`src/rtl/bcd_display_scanner_if.sv`:
```
// Display-side bundle for bcd_display_scanner: BCD capture inputs and
// the multiplexed 7-segment drive outputs.
interface bcd_display_scanner_if #(
  parameter int unsigned NUM_DIGITS = 9
);
  logic                      load;
  logic [4*NUM_DIGITS-1:0]   bcd_in;
  logic [6:0]                seg;
  logic                      dp;
  logic [NUM_DIGITS-1:0]     an;
  logic                      frame_done;

  modport master (
    output load, bcd_in,
    input  seg, dp, an, frame_done
  );

  modport slave (
    input  load, bcd_in,
    output seg, dp, an, frame_done
  );
endinterface

```
`src/rtl/bcd_display_scanner.sv`:
```
// Double-buffered, time-multiplexed common-anode 7-segment scanner for packed BCD digits.
// Optional LEADING_ZERO_BLANK_EN macro blanks leading zero digits (digit 0 always shown).
module bcd_display_scanner #(
  parameter int unsigned NUM_DIGITS   = 9,
  parameter int unsigned ON_CYCLES    = 50000,
  parameter int unsigned BLANK_CYCLES = 500,
  parameter int unsigned DP_POS       = 9
) (
  input logic               Clk,
  input logic               Reset,
  bcd_display_scanner_if.slave bus
);

  localparam int unsigned CntMax = (ON_CYCLES > BLANK_CYCLES) ? ON_CYCLES : BLANK_CYCLES;
  localparam int unsigned CntW   = $clog2(CntMax + 1);
  localparam int unsigned IdxW   = $clog2(NUM_DIGITS + 1);

  typedef enum logic [0:0] {StBlank, StOn} state_e;

  state_e                  state_q;
  logic [CntW-1:0]         cnt_q;
  logic [IdxW-1:0]         idx_q;
  logic [4*NUM_DIGITS-1:0] display_q;
  logic [4*NUM_DIGITS-1:0] pending_q;
  logic                    pend_flag_q;
  logic [NUM_DIGITS-1:0]   an_q;
  logic [6:0]              seg_q;
  logic                    dp_q;
  logic                    frame_done_q;

  logic [3:0]              cur_digit;
  logic [NUM_DIGITS-1:0]   lz_blank;
  logic [6:0]              seg_lit;

  function automatic logic [6:0] decode(input logic [3:0] d);
    case (d)
      4'd0:    decode = 7'b1000000;
      4'd1:    decode = 7'b1111001;
      4'd2:    decode = 7'b0100100;
      4'd3:    decode = 7'b0110000;
      4'd4:    decode = 7'b0011001;
      4'd5:    decode = 7'b0010010;
      4'd6:    decode = 7'b0000010;
      4'd7:    decode = 7'b1111000;
      4'd8:    decode = 7'b0000000;
      4'd9:    decode = 7'b0010000;
      default: decode = 7'b0111111;
    endcase
  endfunction

  assign cur_digit = display_q[4*idx_q +: 4];

`ifdef LEADING_ZERO_BLANK_EN
  logic all_zero;
  // Walk down from the top digit; a digit is blanked while everything above it is zero.
  always_comb begin
    all_zero = 1'b1;
    lz_blank = '0;
    for (int i = int'(NUM_DIGITS) - 1; i > 0; i--) begin
      all_zero    = all_zero && (display_q[4*i +: 4] == 4'd0);
      lz_blank[i] = all_zero;
    end
  end
`else
  assign lz_blank = '0;
`endif

  assign seg_lit = lz_blank[idx_q] ? 7'h7F : decode(cur_digit);

  always_ff @(posedge Clk) begin
    if (Reset) begin
      state_q      <= StBlank;
      cnt_q        <= '0;
      idx_q        <= '0;
      display_q    <= '0;
      pending_q    <= '0;
      pend_flag_q  <= 1'b0;
      an_q         <= '1;
      seg_q        <= 7'h7F;
      dp_q         <= 1'b1;
      frame_done_q <= 1'b0;
    end else begin
      frame_done_q <= 1'b0;
      if (bus.load) begin
        pending_q   <= bus.bcd_in;
        pend_flag_q <= 1'b1;
      end
      case (state_q)
        StBlank: begin
          if (cnt_q == CntW'(BLANK_CYCLES - 1)) begin
            cnt_q   <= '0;
            state_q <= StOn;
            an_q    <= ~(NUM_DIGITS'(1) << idx_q);
            seg_q   <= seg_lit;
            dp_q    <= !(32'(idx_q) == DP_POS);
          end else begin
            cnt_q <= cnt_q + 1'b1;
          end
        end
        StOn: begin
          if (cnt_q == CntW'(ON_CYCLES - 1)) begin
            cnt_q   <= '0;
            state_q <= StBlank;
            an_q    <= '1;
            seg_q   <= 7'h7F;
            dp_q    <= 1'b1;
            if (idx_q == IdxW'(NUM_DIGITS - 1)) begin
              idx_q        <= '0;
              frame_done_q <= 1'b1;
              // A load in this same cycle re-arms the flag with the new value.
              if (pend_flag_q) begin
                display_q <= pending_q;
                if (!bus.load) pend_flag_q <= 1'b0;
              end
            end else begin
              idx_q <= idx_q + 1'b1;
            end
          end else begin
            cnt_q <= cnt_q + 1'b1;
          end
        end
        default: state_q <= StBlank;
      endcase
    end
  end

  assign bus.an         = an_q;
  assign bus.seg        = seg_q;
  assign bus.dp         = dp_q;
  assign bus.frame_done = frame_done_q;

endmodule

```
`src/flat_wrapper.sv`:
```
// flat-port wrapper written by rule: the top's interface ports become plain ports
module bcd_display_scanner_flat 
#(
  parameter int unsigned NUM_DIGITS   = 9,
  parameter int unsigned ON_CYCLES    = 50000,
  parameter int unsigned BLANK_CYCLES = 500,
  parameter int unsigned DP_POS       = 9
)
  (Clk, Reset, bus_load, bus_bcd_in, bus_seg, bus_dp, bus_an, bus_frame_done);
  bcd_display_scanner_if #(.NUM_DIGITS(NUM_DIGITS)) bus_i ();
  input logic Clk;
  input logic Reset;
  input wire logic [$bits(bus_i.load)-1:0] bus_load;
  input wire logic [$bits(bus_i.bcd_in)-1:0] bus_bcd_in;
  output wire logic [$bits(bus_i.seg)-1:0] bus_seg;
  output wire logic [$bits(bus_i.dp)-1:0] bus_dp;
  output wire logic [$bits(bus_i.an)-1:0] bus_an;
  output wire logic [$bits(bus_i.frame_done)-1:0] bus_frame_done;
  assign bus_i.load = bus_load;
  assign bus_i.bcd_in = bus_bcd_in;
  assign bus_seg = bus_i.seg;
  assign bus_dp = bus_i.dp;
  assign bus_an = bus_i.an;
  assign bus_frame_done = bus_i.frame_done;
  bcd_display_scanner #(.NUM_DIGITS(NUM_DIGITS), .ON_CYCLES(ON_CYCLES), .BLANK_CYCLES(BLANK_CYCLES), .DP_POS(DP_POS)) u_core (.Clk(Clk), .Reset(Reset), .bus(bus_i));
endmodule
```
`config.mk`:
```
export PLATFORM = sky130hd
export DESIGN_NAME = bcd_display_scanner_flat
export DESIGN_NICKNAME = d
export VERILOG_FILES = /design/src/rtl/bcd_display_scanner_if.sv /design/src/rtl/bcd_display_scanner.sv /design/src/flat_wrapper.sv
export SDC_FILE = /design/constraint.sdc
export NUM_CORES = 1
export LEC_CHECK = 0
export ABC_AREA = 1
export CAP_MARGIN = 20
export CORE_MARGIN = 1.5
export CORE_UTILIZATION = 40
export CTS_CLUSTER_DIAMETER = 150
export DETAILED_ROUTE_END_ITERATION = 7
export PLACE_DENSITY = 0.67
export SYNTH_ARGS = -nofsm -noshare
export SYNTH_HDL_FRONTEND = slang
export SYNTH_SLANG_ARGS = --single-unit
```
`constraint.sdc`:
```
create_clock -name Clk -period 3 [get_ports Clk]
set_clock_uncertainty 0.2 [all_clocks]
set_input_delay 0.6 -clock Clk [delete_from_list [all_inputs] [get_ports Clk]]
set_output_delay 0.6 -clock Clk [all_outputs]
set_load 0.02 [all_outputs]
```
== Word-level counts from Yosys, hierarchy flattened ==
Memories as Yosys holds them, arrays and structs flattened. A register that Yosys moved wholly into a read port is not among the register bits.
Index checks and enable logic that the tools add are counted.

* Magnitude comparators: 1
* Shift operators: 2
* Bitwise operators: 3
* Multiplexer cells: 27
* Reductions and logical operators: 5
* Eq/ne operators: 6
* $add $sub $neg: 2

{| class="wikitable"
|+ Operators by type and width
! cell !! count
|-
| variable part select 36 x 7 -> 4 bit || 1
|-
| 2-to-1 mux 16 bit || 2
|-
| case mux 16 bit (2 select lines) || 1
|-
| 2-to-1 mux 7 bit || 3
|-
| 2-to-1 mux 9 bit || 2
|-
| case mux 9 bit (2 select lines) || 1
|-
| adder 16 x 1 -> 16 bit, second input constant || 1
|-
| equality test 16 bit, second input constant || 1
|-
| equality test 16 x 9 -> 1 bit, second input constant || 1
|-
| case mux 7 bit (2 select lines) || 1
|-
| 2-to-1 mux 1 bit || 12
|-
| 2-to-1 mux 4 bit || 3
|-
| NOT 9 bit || 1
|-
| left shift 1 x 4 -> 9 bit, first input constant || 1
|-
| equality test 4 bit, second input constant || 2
|-
| < comparator 4 x 5 -> 1 bit, second input constant || 1
|-
| adder 4 x 1 -> 4 bit, second input constant || 1
|-
| case mux 1 bit (2 select lines) || 2
|-
| AND reduction 2 bit || 2
|-
| AND reduction 4 bit || 1
|-
| OR reduction 3 bit || 1
|-
| inequality test 2 x 1 -> 1 bit, second input constant || 1
|-
| inequality test 2 bit, second input constant || 1
|-
| NOT 1 bit || 2
|-
| logical NOT 1 bit || 1
|}

* Output and inout port bits: 18
* Register bits: 112
* Memories: 2
* Bits of input ports: 39
* Bits in read-only memories: 128
* Word-level logic and storage cells: 58

{| class="wikitable"
|+ Memory list
! memory !! depth !! bits a word !! read ports !! clocked after Yosys merged registers in !! wr ports !! line !! RTL
|-
| (name not given) || 16 || 7 || 1 || 0 || 0 || bcd_display_scanner.sv:36 || <nowiki>case (d)</nowiki>
|-
| (name not given) || 16 || 1 || 1 || 1 || 0 || bcd_display_scanner.sv:68 || <nowiki>assign seg_lit = lz_blank[idx_q] ? 7'h7F : decode(cur_digit);</nowiki>
|}

== Logic depth before layout (Yosys ltp) ==
* Depth in word-level cells: 6
* Gate-level depth with buffers: 17

== Worst setup path before layout ==
No wires, ideal clock.

* Path kind: register -> register
* Start: reg u_core.idx_q[0]
* End: reg u_core.seg_q[3] (netlist: u_core.bus.seg[3])
* Data required time: 2,691 ps
* Path buffers: 2
* Path slack: 899 ps
* Arrival: 1,792 ps
* Library setup time: 109 ps
* Period minus slack after synthesis: 2,101 ps
* Stages on the path, launching flop included: 15
* Cells stage by stage: dfxtp_1 -> buf_4 -> inv_4 -> buf_4 -> nand3_1 -> nor2_1 -> nand2_1 -> nand3_1 -> inv_1 -> ha_1 -> nand3_1 -> nand3_1 -> nand3_1 -> nand2_1 -> inv_1

* Longest elaborated chain between the ends: 5

{| class="wikitable"
|+ RTL lines
! item !! line !! RTL
|-
| from (decl) || bcd_display_scanner.sv:22 || <nowiki>logic [IdxW-1:0] idx_q;</nowiki>
|-
| from (signal assigned) || bcd_display_scanner.sv:116 || <nowiki>idx_q <= idx_q + 1'b1;</nowiki>
|-
| variable part select 36 x 7 -> 4 bit || bcd_display_scanner.sv:51 || <nowiki>assign cur_digit = display_q[4*idx_q +: 4];</nowiki>
|-
| memory (16 x 7 bit) || - ||
|-
| 2-to-1 mux 7 bit || bcd_display_scanner.sv:68 ||
|-
| 2-to-1 mux 7 bit || bcd_display_scanner.sv:90 || <nowiki>if (cnt_q == CntW'(BLANK_CYCLES - 1)) begin</nowiki>
|-
| case mux 7 bit (2 select lines) || bcd_display_scanner.sv:88 || <nowiki>case (state_q)</nowiki>
|-
| to (signal assigned) || bcd_display_scanner.sv:94 || <nowiki>seg_q <= seg_lit;</nowiki>
|-
| to (decl) || bcd_display_scanner.sv:27 || <nowiki>logic [6:0] seg_q;</nowiki>
|}

Every way passes these cells. The select of a mux whose other input is x is not followed.
A chain may end at the register's enable or synchronous reset.

== Final worst setup path ==
Same ends and word-level chain as after synthesis.

==> summary.txt <==
====================================================================================
WP data required                                                             3.10 ns
Worst max-slew margin expressed relative to the limit                          55.5%
Hold Crit Class                                                           reg -> reg
Number of cell rows                                                               40
Number of cells traversed by the worst register-to-register path                  12
Maximum number of buffers from clock root to sink                                  2
Die width                                                                     114 um
Number of flops mapped to enable cells by yosys                                    0
Worst hold path stage count                                                        1
Initial Utilization                                                            41.1%
Post-route cell area                                                        5940 um2
Yosys reg bits                                                                   112
Number of I/O pins                                                                57
Finish-stage setup viols                                                           0
Pwr dens                                                                  496 nW/um2
Net count of the mapped netlist                                                  737
Post-cts resize count                                                              0
Number of antenna violations at the first check in global routing                  0
Die Y                                                                         114 um
Iter 0 DRT Violations                                                            208
Beginning of the worst register-to-register path                        u_core.idx_q[0]
Nature of the critical path endpoint                                       flip-flop
Avg WL per Cell                                                              11.9 um
Leakage Power                                                                2.53 nW
Wire length reported by the detailed router                                 10700 um
Total global routing overflow                                                      0
DRC violation count after routing                                                  0
Vias                                                                            4274
Global placement routability congestion                                        0.815
Number of max-slew violations in the final report                                  0
Die area                                                                   13100 um2
Total Routing Usage GR                                                         17.9%
Endpoint of the worst hold-timing path                                  u_core.cnt_q[0]
Sequential area share after synthesis                                          45.2%
Cell area after synthesis                                                   4960 um2
Proportion of synthesized flip-flops having asynchronous set or reset             0%
R2R setup slack                                                              0.37 ns
Cells taking the most area after synthesis                              sky130_fd_sc_hd__dfxtp_1 (45%), sky130_fd_sc_hd__nor2_1 (12%), sky130_fd_sc_hd__o21ai_0 (7.9%)
Tightest Pin Transition                                                     0.666 ns
Post-placement cell count                                                        885
Worst-path clk slew                                                          0.07 ns
Netlist cell types                                                                36
Startpoint kind of the worst setup timing path                             flip-flop
Maximum number of pins on one net before global-route repair                      43
Deepest level of the CTS H-tree                                                    3
Avg Vias per Cell                                                               4.74
Area leader, netlist                                                    sky130_fd_sc_hd__dfxtp_1
Global-route wire length before repair                                      19000 um
Worst EP arrival                                                             2.73 ns
Quantity of I/O buffers inserted on ports                                         56
HPWL Detailed                                                                7580 um
Clock latency of the later-clocked register in the worst-skew pair           0.36 ns
Clock buffers created by TritonCTS                                                 9
Peak VDD IR                                                                   294 uV
Class of the most critical setup path                                     reg -> reg
Number of buffers inserted for hold repair after clock tree synthesis              0
Main flop type after synthesis                                          sky130_fd_sc_hd__dfxtp_1
Number of global-route vias before repair                                       4196
Clock tree root driver cell                                             sky130_fd_sc_hd__clkbuf_16
Number of standard cells in the final layout excluding fillers                   901
Status                                                                  complete, no violations
Proportion of layout cells with a drive suffix above 1                         6.41%
Most common cell in the netlist                                         sky130_fd_sc_hd__nor2_1
Hold violation count in the final report                                           0
Critical-path maximum fanout                                                      20
Top-area cell type share of the netlist area                                   45.2%
Max Cap Viol                                                                       0
Clock tree from TritonCTS                                                      built
Final period demand of the worst path                                        2.63 ns
Final clock period utilization by the worst path                               87.7%
Multi-input gate area in the final layout                                   2290 um2
Net count of the finished layout                                                 780
Filler cell count in the final layout                                           1241
Setup repair after global routing missed its margin                            false
Remaining number of nets flagged by the antenna check after routing                0
Aggregate negative setup slack                                                  0 ns
Post-Synthesis Mean Instance Area                                           7.24 um2
Max Fclk                                                                     380 MHz
Source of the worst hold timing path                                    u_core.cnt_q[0]
Fin util                                                                       49.3%
Cell count after synthesis                                                       685
CTS sink count                                                                   112
Setup Fix Bufs, Post-CTS                                                           0
Count of TritonRoute iterations in the first routing pass                          4
Synth-to-Final Area Change                                                     19.8%
Final antenna diode count                                                          0
Area post-placement                                                         5630 um2
FF+latch area                                                               2240 um2
Yosys warning total                                                                0
Placeable core region                                                      12100 um2
Worst R2R End                                                           u_core.bus.seg[3]
Ranking of synthesized cells by instance count                          sky130_fd_sc_hd__nor2_1 (159), sky130_fd_sc_hd__dfxtp_1 (112), sky130_fd_sc_hd__nand2_1 (83), sky130_fd_sc_hd__o21ai_0 (78), sky130_fd_sc_hd__inv_1 (66)
====================================================================================
-- area by class of cell --
type | instances | share of cell area [%]
clock buffer | 11 | 4.25
clock inverter | 5 | 1.01
inverter | 69 | 4.42
multi-input combinational | 471 | 38.5
sequential | 112 | 37.7
tap | 168 | 3.54
timing repair buffer | 65 | 10.6
-- through the flow --
| stage | setup WS (ns) | power (W) | hold WS [ns] |
|---|---|---|---|
| after global routing | 0.0851 | 0.00307 | 0.282 |
| after CTS | 0.349 | 0.00298 | 0.251 |
| after detailed placement | 0.387 | 0.00173 | 0.239 |
| after floorplan | 0.899 | 0.00166 | 0.218 |
| after global placement | 0.454 | 0.00173 | 0.229 |
| final | 0.369 | 0.00295 | 0.254 |
-- where the power goes --
part	switching, W	leakage, nW	internal [W]
Sequential	0.0000194	0.913	0.00152
Combinational	0.0000816	1.47	0.0000736
Clock	0.000554	0.153	0.000698
Total	0.000655	2.53	0.00230
-- state kept, by name, indices dropped and copies added (netlist names) --
register,count
u_core.display_q,36
u_core.pending_q,36
u_core.cnt_q,16
u_core.bus.an,9
u_core.bus.seg,7
u_core.idx_q,4
u_core.bus.dp,1
u_core.bus.frame_done,1
u_core.pend_flag_q,1
u_core.state_q,1
-- per-layer routing --
metal	vias up	wire length (um)	track usage (%)
met4	0	86	4.67
met1	1924	5250	22.7
met3	6	387	4.61
met5	-	0	0
li1	2272	-	-
met2	72	5000	30.3
-- worst max-delay path by stage --
stage / cells after the start / start / to
global placement: 12 / u_core.idx_q[0] / u_core.bus.seg[3]
detailed placement: 12 / u_core.idx_q[0] / u_core.bus.seg[3]
global route: 12 / u_core.idx_q[0] / u_core.bus.seg[4]
floorplan: 14 / u_core.idx_q[0] / u_core.bus.seg[3]
CTS: 12 / u_core.idx_q[0] / u_core.bus.seg[3]
finish: 12 / u_core.idx_q[0] / u_core.bus.seg[3]
-- kinds of logic after synthesis --
logic type / synth area share [%]
flip-flops: 45.2
adder cells (fa/ha/maj): 3.28
buffers and inverters: 8.72
XOR/XNOR: 1.59
AND/OR/NAND/NOR: 30.0
AO/OA/AOI/OAI: 11.3
-- placed cells by master (no fill, tap or decap), types with 9 or more instances in the layout --
master and count:
sky130_fd_sc_hd__clkbuf_16 9, sky130_fd_sc_hd__nor3_1 36, sky130_fd_sc_hd__buf_4 9, sky130_fd_sc_hd__nand2_1 83, sky130_fd_sc_hd__nor2_1 159, sky130_fd_sc_hd__inv_1 66, sky130_fd_sc_hd__nand3_1 39, sky130_fd_sc_hd__ha_1 13
sky130_fd_sc_hd__a21oi_1 12, sky130_fd_sc_hd__o21ai_0 78, sky130_fd_sc_hd__dfxtp_1 112, sky130_fd_sc_hd__clkdlybuf4s50_1 56
-- critical path: stages (launching register included) --
cell	delay, ns
sky130_fd_sc_hd__dfxtp_1	0.75
sky130_fd_sc_hd__inv_4	0.22
sky130_fd_sc_hd__o21ai_0	0.25
sky130_fd_sc_hd__nand2_1	0.08
sky130_fd_sc_hd__nand2_1	0.08
sky130_fd_sc_hd__nand3_1	0.19
sky130_fd_sc_hd__inv_1	0.17
sky130_fd_sc_hd__ha_1	0.25
sky130_fd_sc_hd__nand3_1	0.11
sky130_fd_sc_hd__nand3_1	0.09
sky130_fd_sc_hd__nand3_1	0.09
sky130_fd_sc_hd__nand2_1	0.05
sky130_fd_sc_hd__inv_1	0.04
(Power assumes the default switching activity.)
==> edit: new RTL, config.mk and constraints unchanged <==
Make the reset (`Reset`) asynchronous in one clocked block.
--- a/src/rtl/bcd_display_scanner.sv
+++ b/src/rtl/bcd_display_scanner.sv
@@ -68,5 +68,5 @@
   assign seg_lit = lz_blank[idx_q] ? 7'h7F : decode(cur_digit);
 
-  always_ff @(posedge Clk) begin
+  always_ff @(posedge Clk or posedge Reset) begin
     if (Reset) begin
       state_q      <= StBlank;
Check against the original RTL: same outputs for any inputs over 10 cycles, from zero or initial values and one cycle with Reset high; that may be too few to reach the edited logic, so the function may still have changed.
==> edit against the unedited design <==
Setup slack better by 45 ps. Wire length is 2.5% lower. Power is 0.84% higher. Critical endpoint is now u_core.display_q[26]$_DFFE_PP0P_. Fmax is 1.8% higher. Cell area is 8.4% higher. Global-route usage is 2.1 points lower. Synthesized area is 9.6% higher. Sequential cell count stayed put. Synthesized cell count is 9.9% lower. Largest power group unchanged.
==> edit: results (changes against the unedited design) <==
stage;metric;value;unit;change
layout;# nets final;721;;was 780
logic_synthesis;Synth top cells by count;148 x nand2_1, 95 x dfrtp_1, 80 x inv_1, 50 x nor2_1, 42 x o21ai_0;;was 159 x nor2_1, 112 x dfxtp_1, 83 x nand2_1, 78 x o21ai_0, 66 x inv_1
min_path;hold crit path type;reg2reg;;unchanged
clocking;Clock Latency Late Sink;350;ps;
placement;routability cong.;0.838;;was 0.815
global_route;met2 Track Usage GR;25.0;%;was 30.3%
global_route;vias in the first global route;3900;;was 4196
detailed_routing;Via Count;4001;;was 4274
detailed_routing;routed wire length;10500;um;was 10700 um
logic_synthesis;syn nets;669;;was 737
layout;# diodes;0;;unchanged
clocking;root buffer cell;clkbuf_16;;unchanged
global_route;largest net degree at the start of global routing;73;;was 43
clocking;CTS max path bufs;2;;unchanged
worst_setup_path;crit-path max FO;72;;was 20
status;run status;completed;;unchanged
global_route;GR Util All Layers;15.8;%;was 17.9%
worst_setup_path;max incr delay on CP;670;ps;was 750 ps
worst_setup_path;Slowest cell on crit path;buf_4;;was dfxtp_1
layout;top flop regs;u_core.display_q x36, u_core.pending_q x36, u_core.cnt_q x16;;unchanged
global_route;GR Util met3;4.13;%;was 4.61%
clocking;Post-CTS Repair Setup Buffers;0;;unchanged
logic_synthesis;synth unique cells;35;;was 36
layout;# fillers;1283;;was 1241
worst_setup_path;top cell family by delay on the critical path;buffers and inverters;;was flip-flops
sta;Slew @ Worst Pin;854;ps;was 666 ps
clocking;H-tree Lvls;3;;unchanged
logic_synthesis;synth warn;0;;unchanged
global_route;initial antenna violation count;0;;unchanged
clocking;CTS resizes;0;;unchanged
clocking;CTS buffer count;9;;unchanged
logic_synthesis;ys async rst share;100;%;was 0%
logic_synthesis;main flop type after synthesis;dfrtp_1;;was dfxtp_1
global_route;met1 Use GR;21.3;%;was 22.7%
pwr;Pleak;3.04;nW;was 2.53 nW
layout;share of layout cells above drive strength 1;15.6;%;was 6.41%
logic_synthesis;Seq/Total Area, Yosys;51.9;%;was 45.2%
clocking;Reg clk slew, reported paths;70;ps;about the same
placement;post-DP HPWL;7760;um;was 7580 um
pwr;worst vdd ir;274;uV;was 294 uV
worst_setup_path;Worst EP arrival;2660;ps;was 2730 ps
placement;worst slack, placed;456;ps;was 387 ps
placement;Port Buffers;56;;unchanged
logic_synthesis;Area contributors post-synth;dfrtp_1 44%, nand2_1 10%, dfstp_2 8.2%;;was dfxtp_1 45%, nor2_1 12%, o21ai_0 7.9%
global_route;first-pass GRT wire length;18200;um;was 19000 um
detailed_routing;DR iter-0 viols;287;;was 208
detailed_routing;Pre-antenna DRT Iters;5;;was 4
==> edit: changes by cell type in the layout (fill, tap and decap cells not counted), moves of 13 or more <==
cell and delta:
nor3_1 -23, inv_1 +13, nand2_1 +65, dfstp_2 +17, nor2_1 -109, dfrtp_1 +95, o21ai_0 -36, dfxtp_1 -112
o21ai_2 +36
==> edit: worst paths after layout <==
path | start | to | slack, ps | depth (start not counted)
max in group asynchronous | Reset | u_core.bus.seg[4]$_DFFE_PP1P_ | 1440 | 3
min reg2reg | u_core.cnt_q[0]$_DFF_PP0_ | u_core.cnt_q[0]$_DFF_PP0_ | 260 | 1
max | u_core.idx_q[1]$_DFFE_PP0P_ | u_core.display_q[26]$_DFFE_PP0P_ | 410 | 8
min | u_core.cnt_q[0]$_DFF_PP0_ | u_core.cnt_q[0]$_DFF_PP0_ | 260 | 1
min in group asynchronous | Reset | u_core.display_q[8]$_DFFE_PP0P_ | 500 | 2
max reg2reg | u_core.idx_q[1]$_DFFE_PP0P_ | u_core.display_q[26]$_DFFE_PP0P_ | 410 | 8
==> edit: cell families after synthesis <==
| kind of cell | synth area share [%] |
|---|---|
| buffers and inverters | 9.02 |
| DFF | 51.9 |
| adders and majority gates | 2.99 |
| and+or+nand+nor | 23.4 |
| xor gates and xnor gates | 0.806 |
| AOI/OAI and AO/OA | 11.9 |
==> edit: routing by layer <==
metal / share of wire (%) / vias up
met1: 48 / 1858
li1: - / 2059
met2: 46 / 70
met5: 0 / -
met4: 1.6 / 0
met3: 4.4 / 14
==> edit: layout make-up <==
type                       instances  share of cell area [%]
clock inverter                     6                    1.15
clock buffer                      10                    3.71
timing repair buffer              65                    10.1
sequential                       112                    43.8
inverter                          83                    4.91
multi-input combinational        398                    32.9
tap                              176                    3.42
==> edit: report_power, final <==
| group | switching (mW) | total [mW] | internal [mW] |
|---|---|---|---|
| clock network | 0.562 | 1.24 | 0.683 |
| registers | 0.0106 | 1.56 | 1.55 |
| logic | 0.0965 | 0.168 | 0.0710 |
| total | 0.669 | 2.97 | 2.31 |
==> edit: per-stage QoR <==
step                cell area, um^2  cells
floorplan                      5440    617
global placement               6130    834
detailed placement             6130    834
CTS                            6440    850
global route                   6440    850
finish                         6440    850
